**src/rtl/stream_demux.sv**
```systemverilog
// 1-to-N packet demultiplexer for valid/ready streams with a one-entry register per output.
// Optional STREAM_DEMUX_DROP_EN: drop out-of-range packets and count them on drop_cnt.
module stream_demux #(
  parameter  int unsigned DATA_W = 8,
  parameter  int unsigned N_OUT  = 2,
  localparam int unsigned SEL_W  = $clog2(N_OUT)
) (
  input  logic                    clk,
  input  logic                    rst,
  input  logic                    in_valid,
  output logic                    in_ready,
  input  logic [DATA_W-1:0]       in_data,
  input  logic                    in_last,
  input  logic [SEL_W-1:0]        in_sel,
  output logic [N_OUT-1:0]        out_valid,
  input  logic [N_OUT-1:0]        out_ready,
  output logic [N_OUT*DATA_W-1:0] out_data,
  output logic [N_OUT-1:0]        out_last,
  output logic                    busy
`ifdef STREAM_DEMUX_DROP_EN
  ,
  output logic [15:0]             drop_cnt
`endif
);

  typedef enum logic {IDLE, LOCK} state_e;

  state_e                  state_q, state_d;
  logic [SEL_W-1:0]        cur_sel_q, cur_sel_d;
  logic [SEL_W-1:0]        tgt;
  logic                    oor;
  logic                    drop_now;
  logic                    tgt_free;
  logic                    accept;
  logic                    load;
  logic [N_OUT-1:0]        free;
  logic [N_OUT-1:0]        out_valid_q;
  logic [N_OUT-1:0]        out_last_q;
  logic [N_OUT*DATA_W-1:0] out_data_q;

`ifdef STREAM_DEMUX_DROP_EN
  logic        drop_q, drop_d;
  logic [15:0] drop_cnt_q, drop_cnt_d;
`endif

  assign free   = ~out_valid_q | out_ready;
  assign accept = in_valid & in_ready;
  assign load   = accept & ~drop_now;

  // State register
  always_ff @(posedge clk) begin
    if (rst) begin
      state_q   <= IDLE;
      cur_sel_q <= '0;
`ifdef STREAM_DEMUX_DROP_EN
      drop_q     <= 1'b0;
      drop_cnt_q <= '0;
`endif
    end else begin
      state_q   <= state_d;
      cur_sel_q <= cur_sel_d;
`ifdef STREAM_DEMUX_DROP_EN
      drop_q     <= drop_d;
      drop_cnt_q <= drop_cnt_d;
`endif
    end
  end

  // Next-state: the first beat opens a packet unless it is also the last beat
  always_comb begin
    state_d   = state_q;
    cur_sel_d = cur_sel_q;
    case (state_q)
      IDLE: begin
        if (accept) begin
          cur_sel_d = tgt;
          if (!in_last) state_d = LOCK;
        end
      end
      LOCK: begin
        if (accept && in_last) state_d = IDLE;
      end
    endcase
  end

`ifdef STREAM_DEMUX_DROP_EN
  // Drop flag and saturating drop counter, both updated on a first beat only
  always_comb begin
    drop_d     = drop_q;
    drop_cnt_d = drop_cnt_q;
    if (state_q == IDLE && accept) begin
      drop_d = oor;
      if (oor && drop_cnt_q != 16'hFFFF) drop_cnt_d = drop_cnt_q + 16'd1;
    end
  end
`endif

  // Outputs of the FSM: routing target, input ready, busy
  always_comb begin
    oor      = {1'b0, in_sel} >= (SEL_W+1)'(N_OUT);
    tgt      = (state_q == LOCK) ? cur_sel_q : in_sel;
    drop_now = 1'b0;
`ifdef STREAM_DEMUX_DROP_EN
    drop_now = (state_q == IDLE) ? oor : drop_q;
`else
    if (state_q == IDLE && oor) tgt = SEL_W'(N_OUT - 1);
`endif
    tgt_free = 1'b0;
    for (int i = 0; i < int'(N_OUT); i++) begin
      if (tgt == SEL_W'(i)) tgt_free = free[i];
    end
    in_ready = drop_now | tgt_free;
    busy     = (state_q == LOCK);
  end

  // Per-output register stage; load wins over drain so valid stays up on a same-cycle swap
  always_ff @(posedge clk) begin
    if (rst) begin
      out_valid_q <= '0;
      out_last_q  <= '0;
      out_data_q  <= '0;
    end else begin
      for (int i = 0; i < int'(N_OUT); i++) begin
        if (load && tgt == SEL_W'(i)) begin
          out_valid_q[i]                <= 1'b1;
          out_last_q[i]                 <= in_last;
          out_data_q[i*DATA_W +: DATA_W] <= in_data;
        end else if (out_ready[i]) begin
          out_valid_q[i] <= 1'b0;
        end
      end
    end
  end

  assign out_valid = out_valid_q;
  assign out_last  = out_last_q;
  assign out_data  = out_data_q;
`ifdef STREAM_DEMUX_DROP_EN
  assign drop_cnt  = drop_cnt_q;
`endif

endmodule

```
**config.mk**
```make
export PLATFORM = sky130hd
export DESIGN_NAME = stream_demux
export DESIGN_NICKNAME = d
export VERILOG_FILES = /design/src/rtl/stream_demux.sv
export SDC_FILE = /design/constraint.sdc
export NUM_CORES = 1
export LEC_CHECK = 0
export CELL_PAD_IN_SITES_DETAIL_PLACEMENT = 1
export CELL_PAD_IN_SITES_GLOBAL_PLACEMENT = 1
export CORE_ASPECT_RATIO = 1.1
export CORE_UTILIZATION = 32
export CTS_CLUSTER_SIZE = 28
export DETAILED_ROUTE_END_ITERATION = 10
export PLACE_DENSITY_LB_ADDON = 0.08
export SYNTH_ARGS = -nofsm -noshare
export SYNTH_HDL_FRONTEND = slang
export SYNTH_SLANG_ARGS = --single-unit
```
**constraint.sdc**
```tcl
create_clock -name clk -period 2.7 [get_ports clk]
set_input_delay 0.54 -clock clk [delete_from_list [all_inputs] [get_ports clk]]
set_output_delay 0.54 -clock clk [all_outputs]
set_load 0.02 [all_outputs]
```
Yosys cells after proc, flatten, opt, wreduce, memory -nomap -nowiden
Index checks and enable logic that the tools add are counted.

storage, ports and cells
  register bits = 22
  input bits = 15
  output and inout bits = 22
  word-level logic and storage cells = 29

operators by class
  muxes and demuxes = 10
  bitwise logic cells = 5
  reductions and logical operators = 6

operators by type and width
  cell                 count
  $mux W1              9
  $reduce_bool A2 Y1   2
  $logic_and A1 B1 Y1  3
  $not A1 Y1           2
  $not A2 Y2           1
  $or A2 B2 Y2         1
  $pmux W1 S2          1
  $reduce_and A2 Y1    1
  $and A1 B1 Y1        1

Longest topological paths before layout
  depth in word-level cells = 7
  depth in mapped cells = 5
  mapped depth without buffers = 4

Worst setup path before layout
Ideal clock, no wire load.

  kind = register to output
  start = reg (tool-made name)
  end = out in_ready
  arrival = 1.218 ns
  data required time = 2.160 ns
  slack = 0.942 ns
  cell stages (with the launch flop) = 4
  buffers on the path = 0
  cell sequence = dfxtp_1 mux2i_2 nor2_1 a21oi_1

RTL lines
  element        RTL line  source
  end, declared  11        output logic in_ready,

Final worst setup path
  start = in in_sel
  end = out in_ready

on the way
  longest elaborated chain between the ends = 2

ends and longest elaborated chain
  element          RTL line  source
  start, declared  14        input logic [SEL_W-1:0] in_sel,
  $mux W1          101       tgt = (state_q == LOCK) ? cur_sel_q : in_sel;
  $mux W1          110       if (tgt == SEL_W'(i)) tgt_free = free[i];

No other way between the ends.

==> results by stage <==
Clock tree:
- The H-tree level count is 1.
- The clock tree from TritonCTS is built.
- The hold buffer count at CTS is 0.
- For this design, the sink count on the clock tree is 22.
- At the later pin of the worst-skew pair, clock insertion delay measures roughly 0.30 ns.
- The number of clock buffers added by TritonCTS is 3.
- The number of setup buffers added after CTS is 0.
- The maximum buffer depth of the clock tree is 2.
- In this run, post-CTS repair resized a total of 0 instances.
- The root buffer cell chosen for the clock tree is sky130_fd_sc_hd__clkbuf_4.
- The clock slew seen by the registers of the worst setup and hold paths is 0.11 ns.

Setup path:
- Of all nets on the critical path, the largest fanout is 4.
- The depth of the most critical reg-to-reg path is 4.
- The startpoint type of the worst setup path is a primary input.
- The type of the setup path with the least slack is primary input to output port.
- The required time reported for the critical path endpoint is roughly 2.2 ns.
- STA classifies the critical path endpoint as an output port.
- The critical path starts at in_sel.
- The worst setup path endpoint is in_ready.
- Data arrives at the worst endpoint at approximately 1.7 ns.
- For flop-to-flop paths, the worst setup slack is around 1.1 ns.

Power:
- VDD sags by at most between 300 and 400 uV.
- The cell leakage power is 0.5618 nW.
- The total power density per cell area is approximately 540 nW/um^2.

Route:
- The detailed router placed roughly 690 vias in this run.
- For this block, the routed nets add up to between 1500 and 2000 microns of wire.
- The detailed-router iteration count before antenna repair is 3.
- The detail route stage leaves a number of antenna-violating nets equal to 0.
- In the final routing, the length of wire on met1 measures about 830 microns.
- Wire segments on met2 add up to slightly above 900 microns in the final route.
- After detailed routing, the number of remaining DRC violations is 0.
- After detailed routing, the average wire length per cell comes to approximately 13 microns.
- In this run the top signal layer used is met4.
- After detailed routing, the met3 layer carries ~85 microns of wire.
- In this run, the number of DRC markers left after iteration 0 of detailed routing was 5.
- The average via count per standard cell is approximately 4.6.

Floorplan:
- The initial utilization of the core area, before any placement, comes to 0.3391.
- The die span in y is 56.20 microns.
- The core footprint is about 2500 sq um.
- Row generation in the floorplan step produced 19 rows.
- The I/O pin count is 37.
- The floorplan step defined a die boundary enclosing 2881 sq um.
- The die width is 51.27 microns.

Timing:
- For the pin with the worst max-slew slack, the measured transition is just under 0.8 ns.
- The normalized max-slew margin is 0.4736.
- Setup slack closes at about 0.45 ns.
- Across the routed clock network, the largest skew measured is 0.004825 ns.
- The clock period could shrink to approximately 2.2 ns.
- The hold violation count in the final report is 0.
- The maximum clock frequency is ~450 MHz.
- The number of max-slew violations in the final report came to 0.
- Of the available clock period, the critical path in the final layout requires 0.8321.
- The number of failing setup endpoints in the final timing report is 0.
- The aggregate negative setup slack is 0 ns.
- Setup repair after global routing left no endpoint under its margin.

Global routing:
- The global-route wire length before repair is between 3000 and 4000 microns.
- The pin count of the biggest net entering global routing is 23.
- Summed over all layers, the global routing overflow is 0.
- The global-route usage over all layers is 0.1458.
- The number of global-route vias before repair is 698.
- The initial antenna violation count is 0.

Outcome:
- The flow ran to the end, and the final reports show no timing, DRC or antenna violations.

Min path:
- The worst hold path passes through 2 cells.
- The worst min-delay path category is register to register.

Job:
- The number of maximum-capacitance constraint violations is 0.

Cells and area:
- In the layout the commonest cells are sky130_fd_sc_hd__clkdlybuf4s50_1 (35), sky130_fd_sc_hd__dfxtp_1 (22), sky130_fd_sc_hd__nor2_1 (19).
- The synthesis-to-finish area growth is 47.58%.
- The number of nets in the finished design is 133.
- The share of layout cells above drive strength 1 is 0.07692.
- The number of antenna diodes in the final layout is 0.
- Leaving out fill and tap cells, the most frequent cell in the layout is sky130_fd_sc_hd__clkdlybuf4s50_1.

Logic synthesis:
- The synthesized area is 854.6 sq um.
- In this run the mean area of a mapped cell was 10.68 sq um.
- The post-synthesis net count is between 90 and 100.
- The count of warnings emitted by yosys is 0.
- The fraction of the yosys area taken by sequential cells is 0.5154.
- In this run, synthesis produced a sequential element count of 22.
- The number of distinct standard cells referenced by the synthesized netlist is 16.
- Synthesis produced a netlist whose cell count is 80.

Placed design:
- The placement-stage worst setup slack is roughly 0.07 ns.
- At the end of routability-driven placement, the weighted congestion stood at 0.6057.
- The number of buffers inserted by port buffering is 36.
- After legalization and detailed placement, the total HPWL measured ~1300 microns.
-- state kept, by name, indices dropped and copies added, names as in the netlist, named ones only --
register and cells:
out_valid 2, cur_sel_q 1, out_data 16, out_last 2
-- where the power goes --
part	internal, W	leakage [nW]	total, W	switching, W
registers	0.000345	0.180	0.000356	0.0000113
logic	0.0000784	0.361	0.000149	0.0000702
clock network	0.0000823	0.0210	0.000174	0.0000917
-- routing by layer --
metal,vias to the layer above,global-route usage
met3,4,0.02459
met5,-,0
met2,21,0.2293
met4,0,0.09266
li1,344,-
met1,318,0.1807
-- worst max-delay path: stages --
cell and delay [ns]:
sky130_fd_sc_hd__clkdlybuf4s50_1 0.43, sky130_fd_sc_hd__mux2i_2 0.26, sky130_fd_sc_hd__nor2_1 0.09, sky130_fd_sc_hd__a21oi_1 0.14, sky130_fd_sc_hd__dlymetal6s2s_1 0.24
-- synth_stat cells --
master | count | share of area
sky130_fd_sc_hd__a21oi_1 | 5 | 0.029
sky130_fd_sc_hd__buf_12 | 1 | 0.023
sky130_fd_sc_hd__a21o_2 | 1 | 0.010
sky130_fd_sc_hd__buf_6 | 1 | 0.013
sky130_fd_sc_hd__nand3_2 | 1 | 0.012
sky130_fd_sc_hd__mux2i_2 | 1 | 0.016
sky130_fd_sc_hd__o21ai_1 | 1 | 0.0059
sky130_fd_sc_hd__o21ai_0 | 1 | 0.0059
sky130_fd_sc_hd__dfxtp_1 | 22 | 0.52
sky130_fd_sc_hd__nor2_1 | 19 | 0.083
sky130_fd_sc_hd__clkbuf_1 | 2 | 0.0088
sky130_fd_sc_hd__nand3b_4 | 1 | 0.023
sky130_fd_sc_hd__nand3_1 | 1 | 0.0059
sky130_fd_sc_hd__nand2b_1 | 3 | 0.022
sky130_fd_sc_hd__mux2i_1 | 18 | 0.21
sky130_fd_sc_hd__nor2b_1 | 2 | 0.015
-- area by class of cell --
cell class	instances	area [sq um]
Tap cell	31	38.79
Timing Repair Buffer	37	370.4
Sequential cell	22	440.4
Multi-Input combinational cell	54	375.4
Clock buffer	4	36.28
Fill cell	302	1259
-- logic make-up (layout without fill, tap and decap cells) --
| group | Yosys count | in the layout | share of synthesized area |
|---|---|---|---|
| AOI/OAI and AO/OA | 8 | 8 | 0.05123 |
| buffers and inverters | 4 | 41 | 0.04539 |
| and+or+nand+nor | 27 | 27 | 0.1611 |
| DFF | 22 | 22 | 0.5154 |
| muxes | 19 | 19 | 0.2269 |
-- worst min-delay path by stage --
stage / from / to / slack [ns]
2_1_floorplan: cur_sel_q / cur_sel_q / 0.48
3_3_place_gp: out_data[1] / out_data[1] / 0.47
3_5_place_dp: out_data[8] / out_data[8] / 0.49
4_1_cts: out_data[4] / out_data[4] / 0.52
5_1_grt: out_data[4] / out_data[4] / 0.54
6_report: out_data[8] / out_data[8] / 0.51
-- per-stage QoR --
stage,hold slack (ns),power [W],std cells,area [sq um],utilization
floorplan,0.4772,0.0004470,80,854.6,-
finish,0.5106,0.0006785,148,1261,0.5005
CTS,0.5188,0.0006952,148,1259,0.4995
global placement,0.4740,0.0005111,144,1222,0.4851
global route,0.5411,0.0007180,148,1261,0.5005
detailed placement,0.4902,0.0005134,144,1222,0.4851
No activity file was read; power rests on OpenSTA's default activity.
